==> config.mk <==
export PLATFORM = sky130hd
export DESIGN_NAME = mist_rom_loader
export DESIGN_NICKNAME = d
export VERILOG_FILES = /design/src/rtl/mist_rom_loader.sv
export SDC_FILE = /design/constraint.sdc
export NUM_CORES = 1
export LEC_CHECK = 0
export CORE_UTILIZATION = 31
export DETAILED_ROUTE_END_ITERATION = 12
export GPL_ROUTABILITY_DRIVEN = 0
export PLACE_DENSITY = 0.6
export SYNTH_ARGS = -nofsm -noshare
export SYNTH_HDL_FRONTEND = slang
export SYNTH_SLANG_ARGS = --single-unit
==> constraint.sdc <==
create_clock -name clk_sys -period 5 [get_ports clk_sys]
set_clock_uncertainty 0.1 [all_clocks]
set_input_delay 0.75 -clock clk_sys [delete_from_list [all_inputs] [get_ports clk_sys]]
set_output_delay 0.75 -clock clk_sys [all_outputs]
set_load 0.1 [all_outputs]
==> src/rtl/mist_rom_loader.sv <==
// ROM download front end: packs data_io bytes into words and queues them per region; owns rom_loaded and core reset.
// Optional: define LOADER_CHECKSUM_EN for a 16-bit running byte checksum on the checksum port.
module mist_rom_loader #(
  parameter int                    ROM_INDEX      = 0,
  parameter int                    BYTES_PER_WORD = 2,
  parameter int                    REGIONS        = 4,
  parameter logic [REGIONS*25-1:0] REGION_END     = {25'h10000, 25'h18000, 25'h1C000, 25'h1FFFFFF},
  parameter int                    RESET_HOLD     = 255,
  localparam int                   DW             = 8*BYTES_PER_WORD
) (
  input  logic          clk_sys,
  input  logic          reset_n,
  input  logic          ioctl_download,
  input  logic [7:0]    ioctl_index,
  input  logic          ioctl_wr,
  input  logic [24:0]   ioctl_addr,
  input  logic [7:0]    ioctl_dout,
  input  logic          reset_req,
  output logic          wr_req,
  input  logic          wr_ack,
  output logic [2:0]    wr_region,
  output logic [24:0]   wr_addr,
  output logic [DW-1:0] wr_data,
  output logic          rom_loaded,
  output logic          core_reset,
  output logic          overflow,
  output logic [15:0]   checksum
);

  localparam int SH = (BYTES_PER_WORD == 2) ? 1 : 0;

  typedef struct packed {
    logic [2:0]    region;
    logic [24:0]   addr;
    logic [DW-1:0] data;
  } ent_t;

  typedef struct packed {
    logic          vld;
    logic [2:0]    region;
    logic [24:0]   waddr;
    logic [24:0]   gaddr;
    logic [DW-1:0] data;
  } pack_t;

  typedef enum logic [1:0] {S_HOLD, S_COUNT, S_RUN} state_t;

  // REGION_END is written ascending left to right, so region 0 sits in the top slice.
  function automatic logic [24:0] end_of(input int i);
    return REGION_END[(REGIONS-1-i)*25 +: 25];
  endfunction

  logic        dl_q;
  logic        is_rom, acc, dl_rise_rom, dl_fall, dl_fall_rom;

  assign is_rom      = (ioctl_index == 8'(ROM_INDEX));
  assign acc         = ioctl_wr && ioctl_download && is_rom;
  assign dl_rise_rom = ioctl_download && !dl_q && is_rom;
  assign dl_fall     = !ioctl_download && dl_q;
  assign dl_fall_rom = dl_fall && is_rom;

  logic [2:0]  reg_sel;
  logic [24:0] reg_base, prev_end;
  logic        in_range;

  always_comb begin
    reg_sel  = '0;
    reg_base = '0;
    in_range = 1'b0;
    prev_end = '0;
    for (int i = 0; i < REGIONS; i++) begin
      if (!in_range && (ioctl_addr < end_of(i))) begin
        reg_sel  = 3'(i);
        reg_base = prev_end;
        in_range = 1'b1;
      end
      prev_end = end_of(i);
    end
  end

  logic [24:0] gaddr, waddr;
  logic        lane, last_lane;

  assign gaddr     = ioctl_addr >> SH;
  assign waddr     = (ioctl_addr - reg_base) >> SH;
  assign lane      = (BYTES_PER_WORD == 2) ? ioctl_addr[0] : 1'b0;
  assign last_lane = (BYTES_PER_WORD == 2) ? lane : 1'b1;

  pack_t pk_q, pk_d, cur;
  ent_t  ent_a, ent_b;
  logic  push_a, push_b, drop_addr, same;

  // Up to two pushes per cycle: A flushes the old pending word, B emits a completed word.
  always_comb begin
    pk_d      = pk_q;
    push_a    = 1'b0;
    push_b    = 1'b0;
    drop_addr = 1'b0;
    same      = 1'b0;
    cur       = '0;
    ent_a     = '{region: pk_q.region, addr: pk_q.waddr, data: pk_q.data};
    ent_b     = '0;
    if (dl_fall && pk_q.vld) begin
      push_a   = 1'b1;
      pk_d.vld = 1'b0;
    end
    if (acc) begin
      if (!in_range) begin
        drop_addr = 1'b1;
      end else begin
        same = pk_q.vld && (pk_q.gaddr == gaddr) && (pk_q.region == reg_sel);
        if (pk_q.vld && !same) push_a = 1'b1;
        if (same) cur = pk_q;
        else      cur = '{vld: 1'b1, region: reg_sel, waddr: waddr, gaddr: gaddr, data: {DW{1'b1}}};
        cur.data[int'(lane)*8 +: 8] = ioctl_dout;
        if (last_lane) begin
          push_b = 1'b1;
          ent_b  = '{region: cur.region, addr: cur.waddr, data: cur.data};
          pk_d   = '0;
        end else begin
          pk_d = cur;
        end
      end
    end
  end

  ent_t       f0_q, f0_d, f1_q, f1_d;
  logic [1:0] cnt_q, cnt_d;
  logic       pop, fifo_drop;

  assign pop = wr_ack && (cnt_q != 2'd0);

  always_comb begin
    f0_d      = f0_q;
    f1_d      = f1_q;
    cnt_d     = cnt_q;
    fifo_drop = 1'b0;
    if (pop) begin
      f0_d  = f1_q;
      cnt_d = cnt_q - 2'd1;
    end
    if (push_a) begin
      case (cnt_d)
        2'd0:    begin f0_d = ent_a; cnt_d = 2'd1; end
        2'd1:    begin f1_d = ent_a; cnt_d = 2'd2; end
        default: fifo_drop = 1'b1;
      endcase
    end
    if (push_b) begin
      case (cnt_d)
        2'd0:    begin f0_d = ent_b; cnt_d = 2'd1; end
        2'd1:    begin f1_d = ent_b; cnt_d = 2'd2; end
        default: fifo_drop = 1'b1;
      endcase
    end
  end

  logic ld_pend_q, ld_pend_d, rom_loaded_q, rom_loaded_d, ovf_q, ovf_d;

  always_comb begin
    ld_pend_d    = (ld_pend_q || dl_fall_rom) && (cnt_d != 2'd0);
    rom_loaded_d = rom_loaded_q || ((ld_pend_q || dl_fall_rom) && (cnt_d == 2'd0));
    ovf_d        = ovf_q || drop_addr || fifo_drop;
  end

  always_ff @(posedge clk_sys or negedge reset_n) begin
    if (!reset_n) begin
      dl_q         <= 1'b0;
      pk_q         <= '0;
      f0_q         <= '0;
      f1_q         <= '0;
      cnt_q        <= '0;
      ld_pend_q    <= 1'b0;
      rom_loaded_q <= 1'b0;
      ovf_q        <= 1'b0;
    end else begin
      dl_q         <= ioctl_download;
      pk_q         <= pk_d;
      f0_q         <= f0_d;
      f1_q         <= f1_d;
      cnt_q        <= cnt_d;
      ld_pend_q    <= ld_pend_d;
      rom_loaded_q <= rom_loaded_d;
      ovf_q        <= ovf_d;
    end
  end

  state_t     state_q;
  logic [7:0] hold_cnt_q;
  logic       core_reset_q, cause;

  assign cause = reset_req || (ioctl_download && is_rom) || !rom_loaded_q;

  // HOLD with RESET_HOLD=0 goes straight to RUN, so RUN lands RESET_HOLD+1 cycles after causes clear.
  always_ff @(posedge clk_sys or negedge reset_n) begin
    if (!reset_n) begin
      state_q      <= S_HOLD;
      hold_cnt_q   <= 8'(RESET_HOLD);
      core_reset_q <= 1'b1;
    end else if (cause) begin
      state_q      <= S_HOLD;
      hold_cnt_q   <= 8'(RESET_HOLD);
      core_reset_q <= 1'b1;
    end else begin
      case (state_q)
        S_HOLD, S_COUNT: begin
          if (hold_cnt_q == 8'd0) begin
            state_q      <= S_RUN;
            core_reset_q <= 1'b0;
          end else begin
            state_q    <= S_COUNT;
            hold_cnt_q <= hold_cnt_q - 8'd1;
          end
        end
        default: core_reset_q <= 1'b0;
      endcase
    end
  end

`ifdef LOADER_CHECKSUM_EN
  logic [15:0] cks_q, cks_d;

  always_comb begin
    cks_d = cks_q;
    if (dl_rise_rom) cks_d = '0;
    if (acc)         cks_d = cks_d + {8'h00, ioctl_dout};
  end

  always_ff @(posedge clk_sys or negedge reset_n) begin
    if (!reset_n) cks_q <= '0;
    else          cks_q <= cks_d;
  end

  assign checksum = cks_q;
`else
  assign checksum = '0;
`endif

  assign wr_req     = (cnt_q != 2'd0);
  assign wr_region  = f0_q.region;
  assign wr_addr    = f0_q.addr;
  assign wr_data    = f0_q.data;
  assign rom_loaded = rom_loaded_q;
  assign core_reset = core_reset_q;
  assign overflow   = ovf_q;

endmodule

# [Word level (Yosys, flattened, before mapping)]
# Index checks and enable logic that the tools add are counted.
# Widths: inputs -> output; s select.
[op_classes] add_sub_neg=4 order_cmp=4 eq_ne=8 shifts=2 muxes=57 n_reduce_logical=42
[op_table] op="$mux 44" count=12
[op_table] op="$mux 70" count=6
[op_table] op="$lt 25x17->1 const B" count=3
[op_table] op="$mux 17" count=2
[op_table] op="$neg 4->33" count=1
[op_table] op="$shift 8x33->16 const A" count=1
[op_table] op="$shiftx 8x33->16" count=1
[op_table] op="$eq 25x24->1" count=1
[op_table] op="$lt 25x25->1 const B" count=1
[op_table] op="$mux 25" count=1
[op_table] op="$sub 25x25->25" count=1
[op_table] op="$mux 8" count=3
[op_table] op="$mux 1" count=22
[op_table] op="$bwmux 16" count=1
[op_table] op="$logic_not 8->1" count=2
[op_table] op="$mux 2" count=8
[op_table] op="$logic_and 1x1->1" count=15
[op_table] op="$logic_not 2->1" count=4
[op_table] op="$pmux 2 s2" count=2
[op_table] op="$sub 8x1->8 const B" count=1
[op_table] op="$eq 2x1->1 const B" count=3
[op_table] op="$logic_not 1->1" count=6
[op_table] op="$logic_or 1x1->1" count=6
[op_table] op="$reduce_bool 2->1" count=3
[op_table] op="other kinds (8)" count=11
[word_totals] ff_bits=175 inputBits=47 output_inout_bits=64

# [Longest topological paths before layout]
[logic_depth] word_depth=25 ltp_mapped=16 ltp_nobuf=15

# [Worst setup path after synthesis]
# OpenSTA, ideal clock, no wires.
[synth_timing] path_kind="input to register" startpoint="in ioctl_addr[17]" endpoint="reg f0_q (netlist bit wr_region[1])" setup_time_ns=0.083 arrival_ns=4.183 slack_ns=0.634 stages=14 n_path_buf=3 cell_sequence="buf_2 nor4_1 and2_1 a221oi_1 or4_4 a21o_4 mux2_4 or3_1 ha_1 nand3_1 clkbuf_1 clkbuf_1 o31ai_1 o22ai_1"
[synth_rtl] item="start, declared" line="16" text="input logic [24:0] ioctl_addr,"
[synth_rtl] item="end signal, assigned" line="170" text="f0_q <= '0;"
[synth_rtl] item="end signal, assigned" line="179" text="f0_q <= f0_d;"
[synth_rtl] item="end, declared" line="127" text="ent_t f0_q, f0_d, f1_q, f1_d;"

==> impl_metrics.env <==
export IMPL_cts_tree="done"
export IMPL_area_growth_pct=23.32
export IMPL_tightest_slew_ns=1.013
export IMPL_initial_utilization=0.3182
export IMPL_vdd_drop_max_uv=155.6
export IMPL_cp_required_ns=5.22
export IMPL_cp_end_kind="flip-flop"
export IMPL_status="finished clean"
export IMPL_synth_ff_type="dfrtp_1"
export IMPL_die_h_um=171.8
export IMPL_drt_total_wl_um=25410
export IMPL_die_area_um2=29520
export IMPL_vias_per_cell=5.379
export IMPL_drc_errors=0
export IMPL_worstSkewPairLatency_ns=0.43
export IMPL_yosys_area_top_type_share=0.4591
export IMPL_final_hold_viol_count=0
export IMPL_period_share=0.9125
export IMPL_power_density_nw_per_um2=325.1
export IMPL_maxSlewViolCount=0
export IMPL_fp_coreArea_um2=28090
export IMPL_cp_cell_sequence="clkdlybuf4s50_1, nor4_1, and2_1, a221oi_1, or4_4, a21o_4, mux2_4, nor3_1, ha_1, and3_1, a2111oi_4, a211o_2, buf_12, o221a_2"
export IMPL_min_path_type="in -> async"
export IMPL_max_cap_violations=0
export IMPL_fin_nets=1002
export IMPL_setup_ws_ns=0.4374
export IMPL_yosys_warnings=0
export IMPL_postSynthAreaPerCell_um2=10.54
export IMPL_grt_util_all_layers=0.1792
export IMPL_postCtsSetupBuffers=0
export IMPL_rrSetupSlack_ns=1.11
export IMPL_synth_area_leaders="dfrtp_1 46%, a22o_1 4.4%, mux2i_1 3.7%, xor2_1 3.1%, o221a_1 2.9%"
export IMPL_yosys_area_top_type="dfrtp_1"
export IMPL_synth_cells=848
export IMPL_cts_root_buffer="clkbuf_16"
export IMPL_num_rows=61
export IMPL_synth_seq_cells=173
export IMPL_drive_above_1_share=0.1264
export IMPL_power_leakage_nw=4.877
export IMPL_clockBufferDepth=2
export IMPL_finalSetupViolCount=0
export IMPL_grt_pass1_vias=7148
export IMPL_slew_headroom=0.3227
export IMPL_regToRegEndpoint="f1_q[16]"
export IMPL_dr_total_vias=7181
export IMPL_finalSetupTns_ns=0
export IMPL_path_clk_slew_ns=0.07
export IMPL_final_area_um2=11020
export IMPL_ctsResizeCount=0
export IMPL_wl_per_cell_um=19.03
export IMPL_cts_buffers=17
export IMPL_grt_pass1_wl_um=40650
export IMPL_finalPower_mw=3.584
export IMPL_pin_count=111
export IMPL_grt_max_degree=174
export IMPL_cpPeakStageDelay_ns=0.61
export IMPL_placed_cell_area_um2=10440
export IMPL_yosysSeqAreaShare=0.4856
export IMPL_first_iter_violations=506
export IMPL_critPathKind="in -> reg"
export IMPL_cp_top_family="simple AND/OR/NAND/NOR gates"
export IMPL_antenna_found_initial=0
export IMPL_drtAntennaViolNets=0
export IMPL_start_kind="primary input"
export IMPL_final_common_cell="dfrtp_1"
export IMPL_die_width_um=171.8
export IMPL_synth_edff_count=0
export IMPL_rr_startpoint="pk_q[16]"
export IMPL_synthesis_area_um2=8939
export IMPL_min_period_ns=4.563
export IMPL_final_cell_mix="164 x dfrtp_1, 93 x clkdlybuf4s50_1, 56 x nand2_1, 46 x buf_4, 45 x a22o_1"
export IMPL_slowest_stage="or4_4"
export IMPL_crit_arrival_ns=4.78
export IMPL_drtPass1Iterations=5
export IMPL_crit_buf_inv=2
export IMPL_rsz0062_at_grt="no"
export IMPL_hpwl_um=16750
export IMPL_cts_hold_buf=0
export IMPL_async_flop_share=1.000
export IMPL_pre_cts_ws_ns=0.04302
export IMPL_diodes=0
export IMPL_rr_worst_depth=13
export IMPL_ys_types=67
export IMPL_port_buffers=94
export IMPL_clock_fmax_mhz=219.2
export IMPL_path_max_fanout=33
export IMPL_clock_sinks=173
export IMPL_h_tree_depth=4
export IMPL_grt_overflow_total=0
[metal layers]
metal	wire [µm]	share of wire	global-route usage	vias up
met2	11530	0.45	0.2711	246
met4	532	0.021	0.05848	0
met3	1618	0.064	0.03520	40
met1	11730	0.46	0.2550	3560
li1	-	-	-	3335
met5	0	0	0	-
[metrics by stage]
stage               cells  utilization  hold WS (ns)
floorplan             863            -        0.3498
global placement     1303       0.3717        0.3528
detailed placement   1303       0.3717        0.3550
CTS                  1335       0.3925        0.3725
global route         1335       0.3925        0.4014
finish               1335       0.3925        0.3617
[Yosys cell counts, drive strengths merged (18+ instances only)]
| cell | count |
|---|---|
| dfrtp | 164 |
| nor2 | 34 |
| a21oi | 24 |
| buf | 44 |
| clkbuf | 39 |
| o21ai | 39 |
| nor4 | 18 |
| a22o | 45 |
| nand3 | 23 |
| mux2i | 33 |
| o211ai | 18 |
| nand2 | 56 |
| xor2 | 32 |
| or3 | 22 |
| inv | 36 |
| o221a | 36 |
[flip-flops by register name (all words and copies together) (netlist names)]
signal,flops
ent_a,44
f1_q,44
pk_q,25
wr_addr,25
wr_data,16
hold_cnt_q,8
wr_region,3
cnt_q,2
core_reset,1
dl_q,1
ld_pend_q,1
overflow,1
rom_loaded,1
state_q,1
[report_power, final]
part | switching (mW) | total, mW | leakage, nW | internal [mW]
registers | 0.0355 | 1.49 | 2.30 | 1.45
clock network | 0.616 | 1.32 | 0.281 | 0.709
logic | 0.518 | 0.771 | 2.30 | 0.253
total | 1.17 | 3.58 | 4.88 | 2.41
[cell type report]
cell class / count / area (µm²)
well taps: 378 / 473.0
fillers: 2803 / 17060
multi-input cells: 571 / 4105
clock inverters: 14 / 152.6
repair buffers: 145 / 1388
clock buffers: 18 / 429.2
inverters: 36 / 135.1
flip-flops and latches: 173 / 4340
[how the worst max path moves through the flow]
stage / start / end / slack (ns) / depth (start not counted)
2_1_floorplan: ioctl_addr[17] / wr_region[1] / 0.63 / 14
3_3_place_gp: ioctl_addr[22] / f1_q[16] / 0.08 / 14
3_5_place_dp: ioctl_addr[23] / f1_q[23] / 0.04 / 14
4_1_cts: ioctl_addr[23] / f1_q[16] / 0.48 / 14
5_1_grt: ioctl_addr[23] / f1_q[16] / 0.26 / 14
6_report: ioctl_addr[23] / f1_q[16] / 0.44 / 14
[kinds of logic after synthesis]
family	after synthesis	share of synthesized area
other	1	0.0004195
DFF	173	0.4856
muxes	35	0.03989
AOI/OAI and AO/OA	262	0.2361
adders and majority gates	11	0.01624
and+or+nand+nor	207	0.1193
buffers and inverters	119	0.06327
xor gates and xnor gates	40	0.03919
No activity file was read; power rests on OpenSTA's default activity.
